`src/rtl/mag_cmp_pkg.sv`:
```
// Shared types and constants for the round-robin magnitude-compare arbiter.
package mag_cmp_pkg;

  localparam int W_DEF = 4;

  typedef enum logic [1:0] {
    IDLE = 2'd0,
    CMP  = 2'd1,
    RESP = 2'd2
  } state_t;

  // One-hot result encoding, ordered {gt, eq, lt}
  localparam logic [2:0] CMP_GT = 3'b100;
  localparam logic [2:0] CMP_EQ = 3'b010;
  localparam logic [2:0] CMP_LT = 3'b001;

endpackage

```
`src/rtl/mag_cmp_core.sv`:
```
// Purely combinational unsigned W-bit magnitude comparator.
// Exactly one of gt/eq/lt is high for any input pair.
module mag_cmp_core
  import mag_cmp_pkg::*;
#(
  parameter int W = W_DEF
) (
  input  logic [W-1:0] a,
  input  logic [W-1:0] b,
  output logic         gt,
  output logic         eq,
  output logic         lt
);

  logic [2:0] res;

  // Single compare producing the one-hot {gt, eq, lt} code
  always_comb begin
    if (a > b)       res = CMP_GT;
    else if (a == b) res = CMP_EQ;
    else             res = CMP_LT;
  end

  assign {gt, eq, lt} = res;

endmodule

```
`src/rtl/mag_cmp_arbiter.sv`:
```
// Round-robin arbiter sharing one magnitude comparator among NREQ requesters.
// Optional statistics counters are enabled with `define MAG_CMP_ARB_STATS_EN.
//
// state | meaning
// ------+-------------------------------------------------------------
// IDLE  | searching for a valid requester from rr_ptr; grant is comb.
// CMP   | latched operands drive the comparator; result is registered
// RESP  | response held on rsp_* until consumer accepts it
module mag_cmp_arbiter
  import mag_cmp_pkg::*;
#(
  parameter int NREQ = 4,
  parameter int W    = W_DEF,
  parameter int IDW  = 2
) (
  input  logic              clk,
  input  logic              rst_n,
  input  logic [NREQ-1:0]   req_valid,
  input  logic [NREQ*W-1:0] req_a,
  input  logic [NREQ*W-1:0] req_b,
  output logic [NREQ-1:0]   req_ready,
  output logic              rsp_valid,
  input  logic              rsp_ready,
  output logic [IDW-1:0]    rsp_id,
  output logic              rsp_gt,
  output logic              rsp_eq,
  output logic              rsp_lt
`ifdef MAG_CMP_ARB_STATS_EN
  ,
  input  logic              stat_clr,
  output logic [15:0]       stat_done,
  output logic [15:0]       stat_eq
`endif
);

  state_t         state, state_nxt;
  logic [IDW-1:0] rr_ptr;
  logic [IDW-1:0] pick_idx, hi_idx, lo_idx;
  logic           pick_found, hi_found, lo_found;
  logic [W-1:0]   sel_a, sel_b;
  logic [W-1:0]   op_a, op_b;
  logic [IDW-1:0] op_id;
  logic           cmp_gt, cmp_eq, cmp_lt;
  logic           grant;

  // Round-robin pick: lowest valid index at or above rr_ptr, else lowest overall (wrap)
  always_comb begin
    hi_found = 1'b0;
    hi_idx   = '0;
    lo_found = 1'b0;
    lo_idx   = '0;
    for (int k = NREQ - 1; k >= 0; k--) begin
      if (req_valid[k]) begin
        lo_found = 1'b1;
        lo_idx   = IDW'(k);
        if (k >= int'(rr_ptr)) begin
          hi_found = 1'b1;
          hi_idx   = IDW'(k);
        end
      end
    end
    pick_found = lo_found;
    pick_idx   = hi_found ? hi_idx : lo_idx;
  end

  // Mux the picked requester's operand pair out of the packed buses
  always_comb begin
    sel_a = '0;
    sel_b = '0;
    for (int k = 0; k < NREQ; k++) begin
      if (IDW'(k) == pick_idx) begin
        sel_a = req_a[k*W +: W];
        sel_b = req_b[k*W +: W];
      end
    end
  end

  assign grant = (state == IDLE) && pick_found;

  // State register
  always_ff @(posedge clk or negedge rst_n) begin
    if (!rst_n) state <= IDLE;
    else        state <= state_nxt;
  end

  // Next-state logic; RESP never bypasses straight to a new grant
  always_comb begin
    state_nxt = state;
    case (state)
      IDLE:    if (pick_found) state_nxt = CMP;
      CMP:     state_nxt = RESP;
      RESP:    if (rsp_ready) state_nxt = IDLE;
      default: state_nxt = IDLE;
    endcase
  end

  // One-hot grant, only in IDLE; forced low while reset is asserted
  always_comb begin
    req_ready = '0;
    for (int k = 0; k < NREQ; k++) begin
      req_ready[k] = rst_n && grant && (IDW'(k) == pick_idx);
    end
  end

  // Capture the granted requester's operands and index at the transfer
  always_ff @(posedge clk or negedge rst_n) begin
    if (!rst_n) begin
      op_a  <= '0;
      op_b  <= '0;
      op_id <= '0;
    end else if (grant) begin
      op_a  <= sel_a;
      op_b  <= sel_b;
      op_id <= pick_idx;
    end
  end

  mag_cmp_core #(.W(W)) u_core (
    .a  (op_a),
    .b  (op_b),
    .gt (cmp_gt),
    .eq (cmp_eq),
    .lt (cmp_lt)
  );

  // Register the result in CMP, advance the pointer, release on handshake
  always_ff @(posedge clk or negedge rst_n) begin
    if (!rst_n) begin
      rsp_valid <= 1'b0;
      rsp_id    <= '0;
      rsp_gt    <= 1'b0;
      rsp_eq    <= 1'b0;
      rsp_lt    <= 1'b0;
      rr_ptr    <= '0;
    end else if (state == CMP) begin
      rsp_valid <= 1'b1;
      rsp_id    <= op_id;
      rsp_gt    <= cmp_gt;
      rsp_eq    <= cmp_eq;
      rsp_lt    <= cmp_lt;
      rr_ptr    <= (op_id == IDW'(NREQ - 1)) ? '0 : op_id + 1'b1;
    end else if (state == RESP && rsp_ready) begin
      rsp_valid <= 1'b0;
    end
  end

`ifdef MAG_CMP_ARB_STATS_EN
  logic rsp_hs;
  assign rsp_hs = rsp_valid && rsp_ready;

  // Saturating handshake counters; clear wins over a coincident handshake
  always_ff @(posedge clk or negedge rst_n) begin
    if (!rst_n) begin
      stat_done <= '0;
      stat_eq   <= '0;
    end else if (stat_clr) begin
      stat_done <= '0;
      stat_eq   <= '0;
    end else if (rsp_hs) begin
      if (stat_done != 16'hFFFF) stat_done <= stat_done + 16'd1;
      if (rsp_eq && stat_eq != 16'hFFFF) stat_eq <= stat_eq + 16'd1;
    end
  end
`endif

endmodule

```
`config.mk`:
```
export PLATFORM = sky130hd
export DESIGN_NAME = mag_cmp_arbiter
export DESIGN_NICKNAME = d
export VERILOG_FILES = /design/src/rtl/mag_cmp_pkg.sv /design/src/rtl/mag_cmp_core.sv /design/src/rtl/mag_cmp_arbiter.sv
export SDC_FILE = /design/constraint.sdc
export NUM_CORES = 1
export LEC_CHECK = 0
export ABC_AREA = 0
export CAP_MARGIN = 20
export CORE_MARGIN = 10
export CORE_UTILIZATION = 47
export DETAILED_ROUTE_END_ITERATION = 8
export PLACE_DENSITY = 0.9
export RECOVER_POWER = 100
export SYNTH_ARGS = -nofsm -noshare
export SYNTH_HDL_FRONTEND = slang
export SYNTH_HIERARCHICAL = 1
export SYNTH_SLANG_ARGS = --single-unit
```
`constraint.sdc`:
```
create_clock -name clk -period 2.45 [get_ports clk]
set_clock_uncertainty 0.1 [all_clocks]
set_input_delay 0.49 -clock clk [delete_from_list [all_inputs] [get_ports clk]]
set_output_delay 0.49 -clock clk [all_outputs]
set_load 0.02 [all_outputs]
```
==> run metrics, run 1 <==
worst-path fanout max 4; gr ovfl total 0; Via Count 1,409; CP Buf/Inv Count 3; FF/Latch Area 500 um^2; post-synthesis async set-or-reset flop share 1.00; DRT iter0 DRCs 91; final WL 4340 um; clk slew on worst S/H paths 0.11 ns; Hold Crit Class flip-flop to flip-flop; max-slew violations 0; DRC Markers 0; Critical Path RT 1.86 ns; Yosys top cell area share 0.384; H-tree depth 1; cts bufs inserted 3; Sum Neg Setup Slack 0 ns; routability congestion estimate 0.882; largest net degree at the start of global routing 21; vias in the first global route 1,494; worst slew pin tran 0.393 ns; Die H 72.7 um; Synth cell types 32; Area Growth Syn to Fin 51.0%; post-synthesis cell count 144; Sw Share 0.424; R2R depth 10; Power Dens Cells 1170 nW/um^2; Routed Antenna Nets 0; Top Ports 49; first-pass GRT wire length 6880 um; Post-Syn Nets 188; Hold Crit Depth 2; CTS tree done; Root Driver clkbuf_4; headroom to the max-slew limit 0.737; Die Wd 72.7 um; Core Rows 19; Avg Inst Size Synth 9.06 um^2; fmax 0.414 GHz; Switch Pwr 0.000974 W; Final min period 2.42 ns; ys flop type dfrtp_1; crit path DAT 1.83 ns; Hold Fails Final Rpt 0; post-DR wirelength/cell 18.0 um; Flop pwr share 0.271; die area 5280 um^2; Comb pwr share 0.611; Layout Nets 255; placed cell count 233; Synth Register Bits 20; register area share after synthesis 0.384; Crit. path cell count 7; antenna cell count 0; Peak supply drop 0.725 mV; Tot GR Track Use 0.161; clk buf depth 2; final setup fails 0; most used cell, CP buf_4; Vias/cell 5.85; Ys Warns 6; Final period util 0.987; unrepaired setup endpoints after global routing yes; path type of the worst setup path primary input to primary output; share of layout cells above drive strength 1 0.238; initial antenna violation count 0; critical path endpoint category primary output; Initial Util 0.482; max-cap viol count 0; pre-CTS setup slack -0.508 ns; critical path's top delay family buffers and inverters; worst path cell trace clkdlybuf4s50_1 -> buf_4 -> o21ai_2 -> a211o_1 -> nand2_1 -> nor2_2 -> buf_4; CP Launch Type primary input; fill cell count 180; multi-input logic area 719 um^2; hold buffer count at cts 0; status completed; clock network power share 0.119; synth top area cells dfrtp_1 (38%), nand2_1 (5.8%), mux2_2 (5.2%); Syn Std Cell Area 1310 um^2; most frequent cells after synthesis dfrtp_1 (20), nand2_1 (20), nor2_1 (14), a21oi_1 (11), inv_1 (8); clk sink count 20; Slowest-stage cell, CP clkdlybuf4s50_1; worst setup margin 0.0328 ns; slowest cell delay on critical path 0.48 ns; drt pass-1 iters 4; Internal Power 0.00132 W; Core Footprint 2710 um^2; Post-synth EDFFs 0; non-filler cells, final 241; port bufs 48; clk_lat worst skew 0.31 ns; Final HPWL DP 3350 um; dominant cell type by area after synthesis dfrtp_1; leakage 0.908 nW
## worst min-delay path, cell delays in order (launching register included)
cell and delay, ns:
dfrtp_1 0.37, nand2_1 0.05, nand3_1 0.05
## timing repair
item                                    in CTS  in global routing
pin swaps                                    4                  2
setup buffers                                3                  1
endpoints found under the setup margin       4                  4
gates resized for setup                     24                  5
## sequential cells by signal (all words and copies together), names as in the netlist
name,count
op_a,4
op_b,4
op_id,2
rr_ptr,2
rsp_id,2
state,2
rsp_eq,1
rsp_gt,1
rsp_lt,1
rsp_valid,1
## cell type report
cell class / count / area share
repair buffers: 68 / 0.315
flip-flops and latches: 20 / 0.254
multi-input cells: 108 / 0.365
clock inverters: 1 / 0.0152
clock buffers: 3 / 0.0114
inverters: 10 / 0.0197
well taps: 31 / 0.0197
## cell families (layout without fill, tap and decap cells)
| family | after synthesis | in the layout | share of synthesized area |
|---|---|---|---|
| compound gates | 49 | 49 | 0.273 |
| simple gates | 48 | 48 | 0.166 |
| flops | 20 | 20 | 0.384 |
| buf+inv | 16 | 82 | 0.0776 |
| mux | 6 | 6 | 0.0518 |
| fa+ha+maj | 5 | 5 | 0.0479 |
## layer usage
layer	GRT usage	share of wire	vias to the layer above
met5	0	0	-
met4	0.0527	0.023	0
met3	0.0667	0.10	10
met2	0.278	0.49	92
met1	0.173	0.38	655
li1	-	-	652
## worst paths after layout
check,end,slack (ns),start
min reg2reg,op_b[3],0.40,op_b[3]
max in group asynchronous,state[1],1.51,rst_n
max reg2reg,op_b[3],0.27,rr_ptr[0]
min,op_b[3],0.40,op_b[3]
min in group asynchronous,op_id[1],0.52,rst_n
max,req_ready[1],0.03,req_valid[3]
## layout by cell type (no fill, tap or decap), types with 4 or more instances in the layout
cell and n:
dfrtp_1 20, nand2_1 19, mux2_2 6, nand3_1 7, nor2_1 13, o21ai_0 6
clkdlybuf4s50_1 41, ha_1 5, a21o_1 6, inv_1 8, buf_4 23, a31oi_1 4
a21oi_1 11, o221ai_1 5
## power by group through the flow
stage	Clock [W]	Sequential, W	Combinational, W
detailed placement	0	0.000627	0.00130
CTS	0.000278	0.000619	0.00135
global route	0.000283	0.000641	0.00153
floorplan	0	0.000642	0.000844
finish	0.000273	0.000621	0.00140
global placement	0	0.000612	0.00124
## per-stage QoR
step | hold slack (ns) | utilization | power, W | area, um^2
finish | 0.397 | 0.727 | 0.00230 | 1970
global route | 0.399 | 0.727 | 0.00245 | 1970
CTS | 0.396 | 0.720 | 0.00225 | 1950
detailed placement | 0.371 | 0.694 | 0.00193 | 1880
global placement | 0.362 | 0.694 | 0.00185 | 1880
floorplan | 0.0944 | - | 0.00149 | 1310
No activity file was read; power rests on OpenSTA's default activity.
==> run 2, diff against run 1 <==
--- a/config.mk
+++ b/config.mk
@@ -16,3 +16,4 @@
 export SYNTH_HDL_FRONTEND = slang
 export SYNTH_HIERARCHICAL = 1
 export SYNTH_SLANG_ARGS = --single-unit
+export TNS_END_PERCENT = 50
==> results of run 2 <==
The final DEF is identical to that of run 1; final timing and power are the same.
==> RTL edit 1, RTL diff (flow settings as in run 1) <==
Encoding of `state_t`: now one-hot (3 bits for 3 states).
--- a/src/rtl/mag_cmp_pkg.sv
+++ b/src/rtl/mag_cmp_pkg.sv
@@ -3,10 +3,10 @@
 
   localparam int W_DEF = 4;
 
-  typedef enum logic [1:0] {
-    IDLE = 2'd0,
-    CMP  = 2'd1,
-    RESP = 2'd2
+  typedef enum logic [2:0] {
+    IDLE = 3'b001,
+    CMP  = 3'b010,
+    RESP = 3'b100
   } state_t;
 
   // One-hot result encoding, ordered {gt, eq, lt}
Check against the original RTL: same outputs for any inputs over 10 cycles, from zero or initial values and one cycle with rst_n low; not proved beyond that.
==> RTL edit 1 against run 1 <==
  * Non-clock buffer count decreased by 8
  * Synthesized area increased by 2.1%
  * Utilization decreased by 2.2 points
  * Via count decreased by 19%
  * Worst hold slack improved by 7.9 ps
  * Sequential cell count increased by 1
  * Design area decreased by 2.2%
  * Critical path depth decreased by 2
  * Power decreased by 11%
  * Setup slack improved by 35 ps
  * Wire length decreased by 22%
  * Largest power group unchanged
==> RTL edit 1: results (changes against run 1) <==
maximum_number_of_pins_on_one_net_before_global_route_repair: 22  # was 21
route.detailed.wl_per_inst_um: 15.8  # was 18.0 µm
syn_avg_cell_area_um2: 10.9  # was 9.06 µm²
irDropWorstVdd_mv: 0.767  # was 0.725 mV
critical-path-top-delay-family: "simple AND/OR/NAND/NOR gates"  # was buffers and inverters
power_switching_mw: 0.815  # was 0.974 mW
timing.critical_path.from: "rr_ptr[1]$_DFFE_PN0P_"  # was req_valid[3]
detailroute.wirelength.met3_um: 257  # was 445 µm
cts-resized-gates: 34  # was 24
detailedRoute.firstPassIterationCount: 6  # was 4
relative_contribution_of_the_clock_network_to_total_power_pct: 8.4  # was 11.9%
critical_path.max_stage_delay_ps: 460  # was 480 ps
met2RoutedLength_mm: 1.81  # was 2.14 mm
postCtsSetupBuffers: 1  # was 3
mapped_nets: 166  # was 188
outcome: "completed"  # unchanged
netlist-cell-type-count: 33  # was 32
via_count_of_the_first_global_routing_pass: 1276  # was 1,494
worstHoldStart: "rsp_gt$_DFFE_PN0P_"  # was op_b[3]$_DFFE_PN0P_
arrival_ps: 1790  # was 1830 ps
whs_path_depth: 1  # was 2
dp.final_hpwl_mm: 2.86  # was 3.35 mm
dpl_worst_slack_ps: -669  # was -508 ps
detail_route.vias_per_cell: 5.31  # was 5.85
global_placer_s_final_weighted_congestion: 0.836  # was 0.882
power.static_leakage_nw: 0.895  # was 0.908 nW
-- RTL edit 1: layout make-up --
class	instances	area [µm²]
inverter	8	30.0
sequential	21	527
multi-input combinational	90	762
tap	31	38.8
fill	208	806
clock buffer	3	22.5
clock inverter	1	5.00
timing repair buffer	60	543
-- RTL edit 1: worst paths after layout --
kind,end,slack (ps)
setup / recovery,req_ready[1],70
hold / removal,rsp_gt$_DFFE_PN0P_,410
setup reg to reg,op_a[1]$_DFFE_PN0P_,190
hold reg to reg,rsp_gt$_DFFE_PN0P_,410
max in group asynchronous,rsp_id[0]$_DFFE_PN0P_,680
min in group asynchronous,op_b[3]$_DFFE_PN0P_,920
-- RTL edit 1: logic make-up after synthesis --
| family | Yosys count | synth area share [%] |
|---|---|---|
| AND/OR/NAND/NOR | 42 | 17.2 |
| adder cells (fa/ha/maj) | 5 | 4.69 |
| AO/OA/AOI/OAI | 19 | 11.3 |
| buffers and inverters | 11 | 4.88 |
| flip-flops | 21 | 39.5 |
| multiplexers | 24 | 22.4 |
==> RTL edit 2, RTL diff (settings of run 1) <==
Without the edit above. The package constant `W_DEF` goes from 4 to 6.
--- a/src/rtl/mag_cmp_pkg.sv
+++ b/src/rtl/mag_cmp_pkg.sv
@@ -1,7 +1,7 @@
 // Shared types and constants for the round-robin magnitude-compare arbiter.
 package mag_cmp_pkg;
 
-  localparam int W_DEF = 4;
+  localparam int W_DEF = 6;
 
   typedef enum logic [1:0] {
     IDLE = 2'd0,
Interface: changed (resized req_a and req_b); port bits go from 49 to 65. No check against the original RTL was run, so the function may have changed too.
==> RTL edit 2 against run 1 <==
  * Wire length increased by 22%
  * Design area increased by 30%
  * Power increased by 19%
  * Sequential share of layout area decreased by 2.0 points
  * Setup slack improved by 120 ps
  * Sequential cell count increased by 4
  * Final cell count increased by 30%
  * Utilization decreased by 2.0 points
  * Worst hold slack improved by 17 ps
  * Clock power increased by 26%
  * Synthesized area increased by 35%
  * Count of clock-buffer cells in the layout unchanged
  * Critical path depth unchanged
==> RTL edit 2: results (changes against run 1) <==
ctsLongestPathBuffers: 2  # unchanged
detail_route.wirelength.met1_mm: 2.12  # was 1.66 mm
netlist-cell-type-count: 48  # was 32
clk-insertion-delay-late_ps: 270  # was 310 ps
timing.critical_path.from: "req_valid[1]"  # was req_valid[3]
max_clock_freq_ghz: 0.435  # was 0.414 GHz
outcome: "completed"  # unchanged
num_vias: 1734  # was 1,409
timing_worst_slew_pin_value_ps: 1250  # was 393 ps
critical_path.reg2reg.endpoint: "op_b[5]$_DFFE_PN0P_"  # was op_b[3]$_DFFE_PN0P_
reg2reg_from: "rr_ptr[1]$_DFFE_PN0P_"  # was rr_ptr[0]$_DFFE_PN0P_
irDropWorstVdd_mv: 0.517  # was 0.725 mV
dp.final_hpwl_mm: 4.35  # was 3.35 mm
buffer_ports.inserted: 64  # was 48
nets: 328  # was 255
clk_pin_slew_ps: 90  # was 110 ps
fillerInstances: 291  # was 180
worst_r2r_path_depth: 6  # was 10
drt_first_iter_violations: 106  # was 91
cts.root.buffer_cell: "clkbuf_8"  # was clkbuf_4
synth.yosys.seq_area_share_pct: 34.2  # was 38.4%
synth.mux.area_fraction_pct: 7.56  # was 5.18%
arrival_ps: 1710  # was 1830 ps
top_signal_layer_used: "met4"  # unchanged
compound_gate_fraction_of_synth_area_pct: 30.0  # was 27.3%
met2RoutedLength_mm: 2.71  # was 2.14 mm
layout-drive-gt1-share_pct: 16.2  # was 23.8%
post_synth_fa_ha_maj_area_fraction_pct: 4.99  # was 4.79%
synth_common_cells: "dfrtp_1 (24), nand2_1 (16), a21oi_1 (10), inv_1 (9)"  # was dfrtp_1 (20), nand2_1 (20), nor2_1 (14), a21oi_1 (11), inv_1 (8)
post_dp_cell_area_um2: 2530  # was 1880 µm²
grt_pass1_wl_mm: 8.40  # was 6.88 mm
r2r_slack_ps: 360  # was 270 ps
finalWirelength_mm: 5.27  # was 4.34 mm
whs_path_depth: 1  # was 2
gr-usage-all-layers_pct: 16.1  # about the same
mapped_nets: 249  # was 188
synth_area_leaders: "dfrtp_1 (34%), ha_1 (5.0%), o221ai_1 (4.0%)"  # was dfrtp_1 (38%), nand2_1 (5.8%), mux2_2 (5.2%)
maximum_number_of_pins_on_one_net_before_global_route_repair: 25  # was 21
via_count_of_the_first_global_routing_pass: 1801  # was 1,494
dpl_worst_slack_ps: -585  # was -508 ps
## RTL edit 2: timing repair
| item | CTS | global route |
|---|---|---|
| resized for setup | 21 | 7 |
| pin swaps | 0 | 2 |
| buffers inserted | 0 | 0 |
| hold buffers | 0 | 0 |
| endpoints found under the setup margin | 4 | 4 |
## RTL edit 2: report_power, final
group          switching (mW)  internal, mW  total [mW]  leakage [nW]
sequential              0.156         0.597       0.752         0.291
combinational           0.862         0.784        1.65         0.774
clock                   0.125         0.218       0.343        0.0357
total                    1.14          1.60        2.74          1.10
## RTL edit 2: layer usage
| layer | track usage [%] | vias to the layer above |
|---|---|---|
| li1 | - | 855 |
| met1 | 18.9 | 816 |
| met2 | 28.0 | 57 |
| met3 | 3.20 | 6 |
| met4 | 6.23 | 0 |
| met5 | 0 | - |
## RTL edit 2: area by class of cell
cell class	count	area [µm²]	area share (%)
multi-input combinational	140	1030	40.0
clock inverter	1	30.0	1.17
sequential	24	601	23.4
timing repair buffer	87	773	30.1
inverter	10	37.5	1.46
tap	48	60.1	2.34
clock buffer	3	41.3	1.61
## RTL edit 2: how the worst min path moves through the flow
stage | startpoint | to | slack (ps)
final | rsp_eq$_DFFE_PN0P_ | rsp_eq$_DFFE_PN0P_ | 410
after global placement | op_b[5]$_DFFE_PN0P_ | op_b[5]$_DFFE_PN0P_ | 380
after global routing | rsp_eq$_DFFE_PN0P_ | rsp_eq$_DFFE_PN0P_ | 430
after CTS | rsp_id[1]$_DFFE_PN0P_ | rsp_id[1]$_DFFE_PN0P_ | 420
after detailed placement | rsp_id[1]$_DFFE_PN0P_ | rsp_id[1]$_DFFE_PN0P_ | 400
after floorplan | rst_n | op_a[0]$_DFFE_PN0P_ | 90
## RTL edit 2: worst max-delay path: stages
cell           delay, ps
dlygate4sd2_1        300
nor2_2                60
a211o_1              290
inv_2                 70
nand2_2               80
nor2_1               160
clkbuf_1             260
## RTL edit 2: logic make-up (layout without fill, tap and decap cells)
kind of cell,after synthesis,after routing
compound gates,72,72
simple gates,49,49
flops,24,24
buf+inv,23,101
mux,12,12
fa+ha+maj,7,7
## RTL edit 2: through the flow
step,util [%],instances,hold slack [ps],TNS (ps)
floorplan,-,187,94.4,0
global placement,69.7,309,385,-2580
detailed placement,69.7,309,397,-3040
CTS,71.1,313,420,0
global route,70.7,313,430,0
finish,70.7,313,415,0
